[src/rtl/quaternion_integrator.sv]
// Quaternion integrator: q_next = q + q_dot*dt per component, one shared multiplier.
// Build option QUAT_INTEGRATOR_SATURATE_EN enables clamping and sat_flag; otherwise sums wrap.

module quat_comp_step #(
  parameter int W  = 16,
  parameter int DT = 16
) (
  input  logic signed [W-1:0]  q,
  input  logic signed [W-1:0]  q_dot,
  input  logic        [DT-1:0] dt,
`ifdef QUAT_INTEGRATOR_SATURATE_EN
  output logic                 clip,
`endif
  output logic        [W-1:0]  sum
);
  localparam int PW = W + DT + 1;
  localparam logic signed [PW-1:0] HALF = PW'(1) << (DT - 1);

  logic signed [PW-1:0] p;
  logic signed [PW-1:0] sh;
  logic        [W:0]    sum_w;
  logic                 unused_bits;

  // |delta| never exceeds |q_dot|, so the rounded product fits in W+1 bits.
  always_comb begin
    p     = PW'(q_dot) * PW'($signed({1'b0, dt}));
    sh    = (p + HALF) >>> DT;
    sum_w = {q[W-1], q} + sh[W:0];
  end

`ifdef QUAT_INTEGRATOR_SATURATE_EN
  always_comb begin
    clip = sum_w[W] ^ sum_w[W-1];
    sum  = clip ? {sum_w[W], {(W-1){~sum_w[W]}}} : sum_w[W-1:0];
  end
  assign unused_bits = ^sh[PW-1:W+1];
`else
  assign sum         = sum_w[W-1:0];
  assign unused_bits = ^{sh[PW-1:W+1], sum_w[W]};
`endif
endmodule

module quaternion_integrator #(
  parameter int INT_WIDTH      = 8,
  parameter int FRACT_WIDTH    = 8,
  parameter int DT_FRACT_WIDTH = 16
) (
  input  logic                                      clk,
  input  logic                                      rst_n,
  input  logic                                      start,
  output logic                                      done,
  input  logic [DT_FRACT_WIDTH-1:0]                 dt,
  input  logic [4*(INT_WIDTH+FRACT_WIDTH)-1:0]      q_in,
  input  logic [4*(INT_WIDTH+FRACT_WIDTH)-1:0]      q_dot_in,
  output logic [4*(INT_WIDTH+FRACT_WIDTH)-1:0]      data_out,
  output logic                                      sat_flag
);
  localparam int W  = INT_WIDTH + FRACT_WIDTH;
  localparam int DT = DT_FRACT_WIDTH;

  typedef enum logic [1:0] {IDLE, LOAD, MULT, DONE} state_t;

  state_t              state;
  logic [3:0][W-1:0]   q_r;
  logic [3:0][W-1:0]   qd_r;
  logic [DT-1:0]       dt_r;
  logic [1:0]          idx;
  logic [2:0][W-1:0]   res;
  logic [W-1:0]        sum_c;
`ifdef QUAT_INTEGRATOR_SATURATE_EN
  logic                clip_c;
  logic                acc;
`endif

  quat_comp_step #(.W(W), .DT(DT)) u_step (
    .q     (q_r[idx]),
    .q_dot (qd_r[idx]),
    .dt    (dt_r),
`ifdef QUAT_INTEGRATOR_SATURATE_EN
    .clip  (clip_c),
`endif
    .sum   (sum_c)
  );

  always_ff @(posedge clk or negedge rst_n) begin
    if (!rst_n) begin
      state    <= IDLE;
      done     <= 1'b0;
      data_out <= '0;
      q_r      <= '0;
      qd_r     <= '0;
      dt_r     <= '0;
      idx      <= '0;
      res      <= '0;
`ifdef QUAT_INTEGRATOR_SATURATE_EN
      acc      <= 1'b0;
      sat_flag <= 1'b0;
`endif
    end else begin
      case (state)
        IDLE: begin
          done <= 1'b0;
          if (start) state <= LOAD;
        end
        LOAD: begin
          q_r   <= q_in;
          qd_r  <= q_dot_in;
          dt_r  <= dt;
          idx   <= '0;
`ifdef QUAT_INTEGRATOR_SATURATE_EN
          acc   <= 1'b0;
`endif
          state <= MULT;
        end
        MULT: begin
`ifdef QUAT_INTEGRATOR_SATURATE_EN
          acc <= acc | clip_c;
`endif
          // z goes straight to data_out so the result lands on the index-3 edge.
          if (idx == 2'd3) begin
            data_out <= {sum_c, res[2], res[1], res[0]};
`ifdef QUAT_INTEGRATOR_SATURATE_EN
            sat_flag <= acc | clip_c;
`endif
            done     <= 1'b1;
            state    <= DONE;
          end else begin
            case (idx)
              2'd0:    res[0] <= sum_c;
              2'd1:    res[1] <= sum_c;
              default: res[2] <= sum_c;
            endcase
            idx <= idx + 2'd1;
          end
        end
        DONE: begin
          if (!start) begin
            done  <= 1'b0;
            state <= IDLE;
          end
        end
        default: state <= IDLE;
      endcase
    end
  end

`ifndef QUAT_INTEGRATOR_SATURATE_EN
  assign sat_flag = 1'b0;
`endif
endmodule

[config.mk]
export PLATFORM = sky130hd
export DESIGN_NAME = quaternion_integrator
export DESIGN_NICKNAME = d
export VERILOG_FILES = /design/src/rtl/quaternion_integrator.sv
export SDC_FILE = /design/constraint.sdc
export NUM_CORES = 1
export LEC_CHECK = 0
export CORE_ASPECT_RATIO = 0.5
export CORE_MARGIN = 2
export CORE_UTILIZATION = 25
export CTS_BUF_LIST = sky130_fd_sc_hd__clkbuf_8
export DETAILED_ROUTE_END_ITERATION = 16
export PLACE_DENSITY = 0.48
export SLEW_MARGIN = 20
export SYNTH_ARGS = -nofsm -noshare
export SYNTH_HDL_FRONTEND = slang
export SYNTH_SLANG_ARGS = --single-unit
[constraint.sdc]
create_clock -name clk -period 8.19 [get_ports clk]
set_input_delay 0.819 -clock clk [delete_from_list [all_inputs] [get_ports clk]]
set_output_delay 0.819 -clock clk [all_outputs]
set_load 0.01 [all_outputs]
==> results.sh, run 1 <==
export IMPL_status="finished with violations"
export IMPL_violations="negative setup slack"
export IMPL_grtUsageTotal_pct=13.3
export IMPL_yosys_area_top_type="dfrtp_1"
export IMPL_ys_flop_type="dfrtp_1"
export IMPL_max_cap_violations=0
export IMPL_port_buffer_count=211
export IMPL_core_sq_um=75700
export IMPL_dr_wl_met3_microns=1360
export IMPL_area_delta_synth_final_pct=27.5
export IMPL_rows=71
export IMPL_fmax_mhz=120
export IMPL_firstDrtPassIters=5
export IMPL_drv_slew=0
export IMPL_period_share_pct=102
export IMPL_yosys_top_cells_area="dfrtp_1 (34%), fa_1 (20%), mux2_2 (12%)"
export IMPL_final_nets=2474
export IMPL_place_hpwl_microns=40000
export IMPL_synth_edf_count=0
export IMPL_synth_top_family_by_area="adder cells"
export IMPL_avgRoutedWirePerCell_microns=17.1
export IMPL_crit_path_max_fanout=7
export IMPL_pre_cts_slack_ns=-0.272
export IMPL_hold_class="in2async"
export IMPL_yosysUniqueCellTypes=50
export IMPL_overflow=0
export IMPL_postCtsHoldBufs=0
export IMPL_path_clk_slew_ns=0.06
export IMPL_timing_rr_start="idx[0]"
export IMPL_crit_required_ns=8.66
export IMPL_reg2reg_slack_ns=-0.14
export IMPL_holdWs_ns=0.298
export IMPL_synth_cell_area_sq_um=19300
export IMPL_synthSimpleGateAreaFrac_pct=9.02
export IMPL_finClkSkew_ns=0.0706
export IMPL_first_iter_violations=649
export IMPL_min_period_ns=8.33
export IMPL_tightestPinTransition_ns=0.988
export IMPL_setup_viol=13
export IMPL_cp_arrival_ns=8.80
export IMPL_routed_top_layer="met4"
export IMPL_grt_pass1_vias=14000
export IMPL_async_flop_share_pct=100
export IMPL_synth_compound_area_share_pct=4.39
export IMPL_cts_sinks=261
export IMPL_synth_commonest_cells="dfrtp_1 (261), inv_1 (247), mux2_2 (205), fa_1 (194), nand2_1 (193)"
export IMPL_syn_inst=1692
export IMPL_synthMuxAreaShare_pct=15.7
export IMPL_grt_pass1_wl_microns=83000
export IMPL_avgSynthCellArea_sq_um=11.4
export IMPL_boundaryPins=213
export IMPL_synth_xor_area_share_pct=1.45
export IMPL_clk_latency_ns=0.63
export IMPL_setup_tns_ns=-1.25
export IMPL_wl_met1_microns=23300
export IMPL_crit_type="reg2reg"
export IMPL_ys_seq_area_share_pct=33.9
export IMPL_wl_met2_microns=26300
export IMPL_drive_gt1_share_pct=24.0
export IMPL_synth_top_area_share_pct=33.9
export IMPL_multi_input_area_sq_um=11900
export IMPL_syn_nets=2173
export IMPL_gp_congestion=0.795
export IMPL_area_sequential_sq_um=6530
export IMPL_yosys_area_share_adder_pct=29.2
export IMPL_start_kind="flip-flop"
export IMPL_htreeDepth=2
export IMPL_cts_buffer_depth=3
export IMPL_r2r_end="res[31]"
export IMPL_fin_ws_ns=-0.136
export IMPL_cp_end_kind="flip-flop"
export IMPL_cts_tree="yes"
export IMPL_antenna_found_initial=3
export IMPL_ant_nets=0
export IMPL_critPathMaxStageDelay_ns=0.62
export IMPL_crit_top_cell="fa_1"
export IMPL_drcViolationCount=0
export IMPL_initial_utilization_pct=25.5
export IMPL_cts_root_buf="clkbuf_8"
export IMPL_fp_dieH_microns=200
export IMPL_slowest_stage="mux4_2"
export IMPL_routed_via_density=4.26
export IMPL_relSlewSlack_pct=33.9
export IMPL_fillCellCount=7721
export IMPL_numCtsBuffers=44
export IMPL_routed_wl_microns=51900
export IMPL_grt_max_degree=146
export IMPL_ys_ff_latch=261
export IMPL_vias=13000
export IMPL_rsz0062_at_grt="true"
export IMPL_yosysWarnings=0
export IMPL_reg2regPathDepth=31
export IMPL_hold_viol_final=0
export IMPL_die_area_sq_um=79500
export IMPL_die_w_microns=397
export IMPL_yosysMostFrequentCell="dfrtp_1"
## worst max-delay path by stage
stage,startpoint,endpoint,slack [ns],cells after the start
finish,idx[0],res[31],-0.14,31
global route,idx[0],res[31],-0.49,31
CTS,idx[0],res[31],-0.13,33
detailed placement,idx[0],res[27],-0.27,36
global placement,idx[0],res[27],-0.20,36
floorplan,idx[0],res[31],0.01,35
## cells in the final DEF, fill, tap and decap left out, drive strengths merged, types with 3 or more instances in the layout
cell           instances
dfrtp                261
xnor2                 20
ha                   140
and3                   5
inv                  264
nand2                193
nor2                  23
o21a                   6
a211o                  3
mux2                 205
nor3                   5
a21oi                 27
o211ai                 5
o21ai                 68
clkbuf                52
nor2b                  3
clkdlybuf4s50        210
mux4                  34
clkinv                 4
and2                 116
xor2                  12
nand2b                10
o21bai                 6
fa                   194
buf                  116
a21o                  14
## metal layers
metal  up-vias  GRT usage, %
met5         -             0
met4         0          3.46
met3        58          1.68
met2       136          22.6
met1      6708          17.9
li1       6069             -
## state kept, by name (all words and copies together), names as in the netlist
name	cells
res	48
state	2
dt_r	16
done	1
idx	2
q_r	64
qd_r	64
data_out	64
## critical path: cells and delay by family, from the launching register on
kind                       cells  cell delay [ns]
xor gates and xnor gates       2             0.30
adders and majority gates      8             3.59
AOI/OAI and AO/OA             11             2.11
DFF                            1             0.41
muxes                          1             0.62
and+or+nand+nor                6             0.91
buffers and inverters          3             0.24
## repair_timing
item | 4_1_cts | 5_1_grt
endpoints found under the hold margin | 0 | 0
endpoints found under the setup margin | 22 | 36
setup buffers | 6 | 3
pin swaps | 7 | 31
gates resized for setup | 31 | 69
gates cloned | 4 | 0
## cell families (layout without fill, tap and decap cells)
kind of cell,count (synthesis),after routing
AOI/OAI and AO/OA,140,140
xor gates and xnor gates,32,32
and+or+nand+nor,365,365
adders and majority gates,334,334
DFF,261,261
muxes,237,240
other,1,3
buffers and inverters,322,647
## metrics by stage
step / cell area, sq um / utilization [%] / cells
floorplan: 19300 / - / 1692
finish: 24600 / 32.5 / 3044
detailed placement: 23200 / 30.7 / 2957
global route: 24600 / 32.5 / 3044
CTS: 24300 / 32.1 / 3040
global placement: 23200 / 30.7 / 2957
## cell type report
cell class	instances	share of cell area (%)
Multi-Input combinational cell	1112	48.3
Sequential cell	261	26.6
Timing Repair Buffer	326	12.6
Tap cell	1022	5.21
Inverter	248	3.79
Clock buffer	52	2.91
Clock inverter	21	0.586
Antenna cell	2	0.0204
Power of run 1 is not shown: default switching activity piles up to over one toggle a cycle in this logic, so the estimate is an artifact.
==> run 2, diff against run 1 <==
--- a/config.mk
+++ b/config.mk
@@ -11,7 +11,7 @@
 export CTS_BUF_LIST = sky130_fd_sc_hd__clkbuf_8
 export DETAILED_ROUTE_END_ITERATION = 16
 export PLACE_DENSITY = 0.48
-export SLEW_MARGIN = 20
+export SLEW_MARGIN = 0
 export SYNTH_ARGS = -nofsm -noshare
 export SYNTH_HDL_FRONTEND = slang
 export SYNTH_SLANG_ARGS = --single-unit
==> run 2 against run 1 <==
The run still ends with negative setup slack left. Global-route usage unchanged. Sequential cell count stayed put. Count of clock-buffer cells in the layout did not move. Clock skew hardly changed. Non-clock buffer count down 1. Maximum frequency about the same. Wire length barely moved. Critical path depth is the same. Setup slack improved by 0.0071 ns.
==> results.sh, run 2 (synthesis results as in run 1) <==
export IMPL_final_common_cell="dfrtp_1"
export IMPL_max_cap_violations=0
export IMPL_crit_required_ns=8.66
export IMPL_first_iter_violations=639
export IMPL_grt_max_degree=146
export IMPL_initial_utilization_pct=25.5
export IMPL_avgRoutedWirePerCell_microns=17.1
export IMPL_overflow=0
export IMPL_cts_tree="yes"
export IMPL_area_delta_synth_final_pct=27.3
export IMPL_critPathMaxStageDelay_ns=0.61
export IMPL_place_hpwl_microns=40000
export IMPL_setup_tns_ns=-1.20
export IMPL_hold_viol_final=0
export IMPL_htreeDepth=2
export IMPL_path_clk_slew_ns=0.06
export IMPL_crit_path_max_fanout=7
export IMPL_reg2regPathDepth=31
export IMPL_period_share_pct=102
export IMPL_min_period_ns=8.32
export IMPL_routed_wl_microns=51900
export IMPL_tightestPinTransition_ns=1.09
export IMPL_violations="negative setup slack"
export IMPL_ant_nets=0
export IMPL_hold_class="in2async"
export IMPL_timing_rr_start="idx[0]"
export IMPL_crit_type="reg2reg"
export IMPL_final_nets=2473
export IMPL_drv_slew=0
export IMPL_holdWs_ns=0.299
export IMPL_drive_gt1_share_pct=23.9
export IMPL_vias=13000
export IMPL_cp_arrival_ns=8.79
export IMPL_die_w_microns=397
export IMPL_gp_congestion=0.795
export IMPL_rsz0062_at_grt="true"
export IMPL_rows=71
export IMPL_setup_viol=13
export IMPL_cts_root_buf="clkbuf_8"
export IMPL_slowest_stage="mux4_2"
export IMPL_cts_sinks=261
export IMPL_numCtsBuffers=44
export IMPL_final_cell_mix="dfrtp_1 (260), inv_1 (256), clkdlybuf4s50_1 (210), mux2_2 (205)"
export IMPL_largestRegisters="data_out: 64 flops, q_r: 64 flops, qd_r: 64 flops"
export IMPL_clk_latency_ns=0.63
export IMPL_routed_via_density=4.26
export IMPL_antenna_found_initial=3
export IMPL_reg2reg_slack_ns=-0.13
export IMPL_grt_pass1_wl_microns=83000
export IMPL_boundaryPins=213
export IMPL_fin_ws_ns=-0.129
export IMPL_fp_dieH_microns=200
export IMPL_grt_pass1_vias=14000
export IMPL_cts_buffer_depth=3
export IMPL_firstDrtPassIters=5
export IMPL_r2r_end="res[31]"
export IMPL_port_buffer_count=211
export IMPL_core_sq_um=75700
export IMPL_start_kind="flip-flop"
export IMPL_die_area_sq_um=79500
export IMPL_cp_end_kind="flip-flop"
export IMPL_relSlewSlack_pct=27.5
export IMPL_fmax_mhz=120
export IMPL_status="finished with violations"
export IMPL_crit_top_cell="fa_1"
export IMPL_grtUsageTotal_pct=13.3
export IMPL_drcViolationCount=0
export IMPL_finClkSkew_ns=0.0704
-- run 2: cell types whose count changed in the layout (fill, tap and decap cells not counted) --
cell,before,now
buf_16,1,0
-- run 2: worst max path at each step --
| stage | startpoint | slack [ns] | depth (start not counted) | to |
|---|---|---|---|---|
| 2_1_floorplan | idx[0] | 0.01 | 35 | res[31] |
| 3_3_place_gp | idx[0] | -0.20 | 36 | res[27] |
| 3_5_place_dp | idx[0] | -0.27 | 36 | res[27] |
| 4_1_cts | idx[0] | -0.13 | 33 | res[31] |
| 5_1_grt | idx[0] | -0.49 | 31 | res[31] |
| 6_report | idx[0] | -0.13 | 31 | res[31] |
-- run 2: metrics by stage --
step	cells	cell area, sq um	utilization (%)	setup slack [ns]
finish	3043	24500	32.4	-0.129
detailed placement	2957	23200	30.7	-0.272
global route	3043	24500	32.4	-0.487
global placement	2957	23200	30.7	-0.197
floorplan	1692	19300	-	0.0150
CTS	3040	24300	32.1	-0.127
-- run 2: timing repair --
item                                   4_1_cts  5_1_grt
gates resized for setup                     31       69
setup buffers                                6        3
gates cloned                                 4        0
endpoints found under the hold margin        0        0
pin swaps                                    7       31
setup endpoints to repair                   22       36
hold buffers                                 0        0
-- run 2: routing by layer --
metal	GRT usage, %	up-vias	routed length, microns
met3	1.68	56	1530
met5	0	-	0
met4	3.46	0	955
met2	22.6	157	26300
met1	17.9	6692	23100
li1	-	6066	-
-- run 2: cell type report --
class,count,area [sq um]
tap,1022,1280
clock inverter,21,144
sequential,261,6530
inverter,248,931
timing repair buffer,325,3070
multi-input combinational,1112,11900
antenna,2,5.00
clock buffer,52,716
fill,7722,51200
-- run 2: critical path, delay by kind of cell, from the launching register on --
kind / cells / cell delay [ns]
adder cells (fa/ha/maj): 8 / 3.59
AO/OA/AOI/OAI: 11 / 2.10
AND/OR/NAND/NOR: 6 / 0.91
multiplexers: 1 / 0.61
flip-flops: 1 / 0.41
XOR/XNOR: 2 / 0.30
buffers and inverters: 3 / 0.24
Power of run 2 is left out for the same reason.
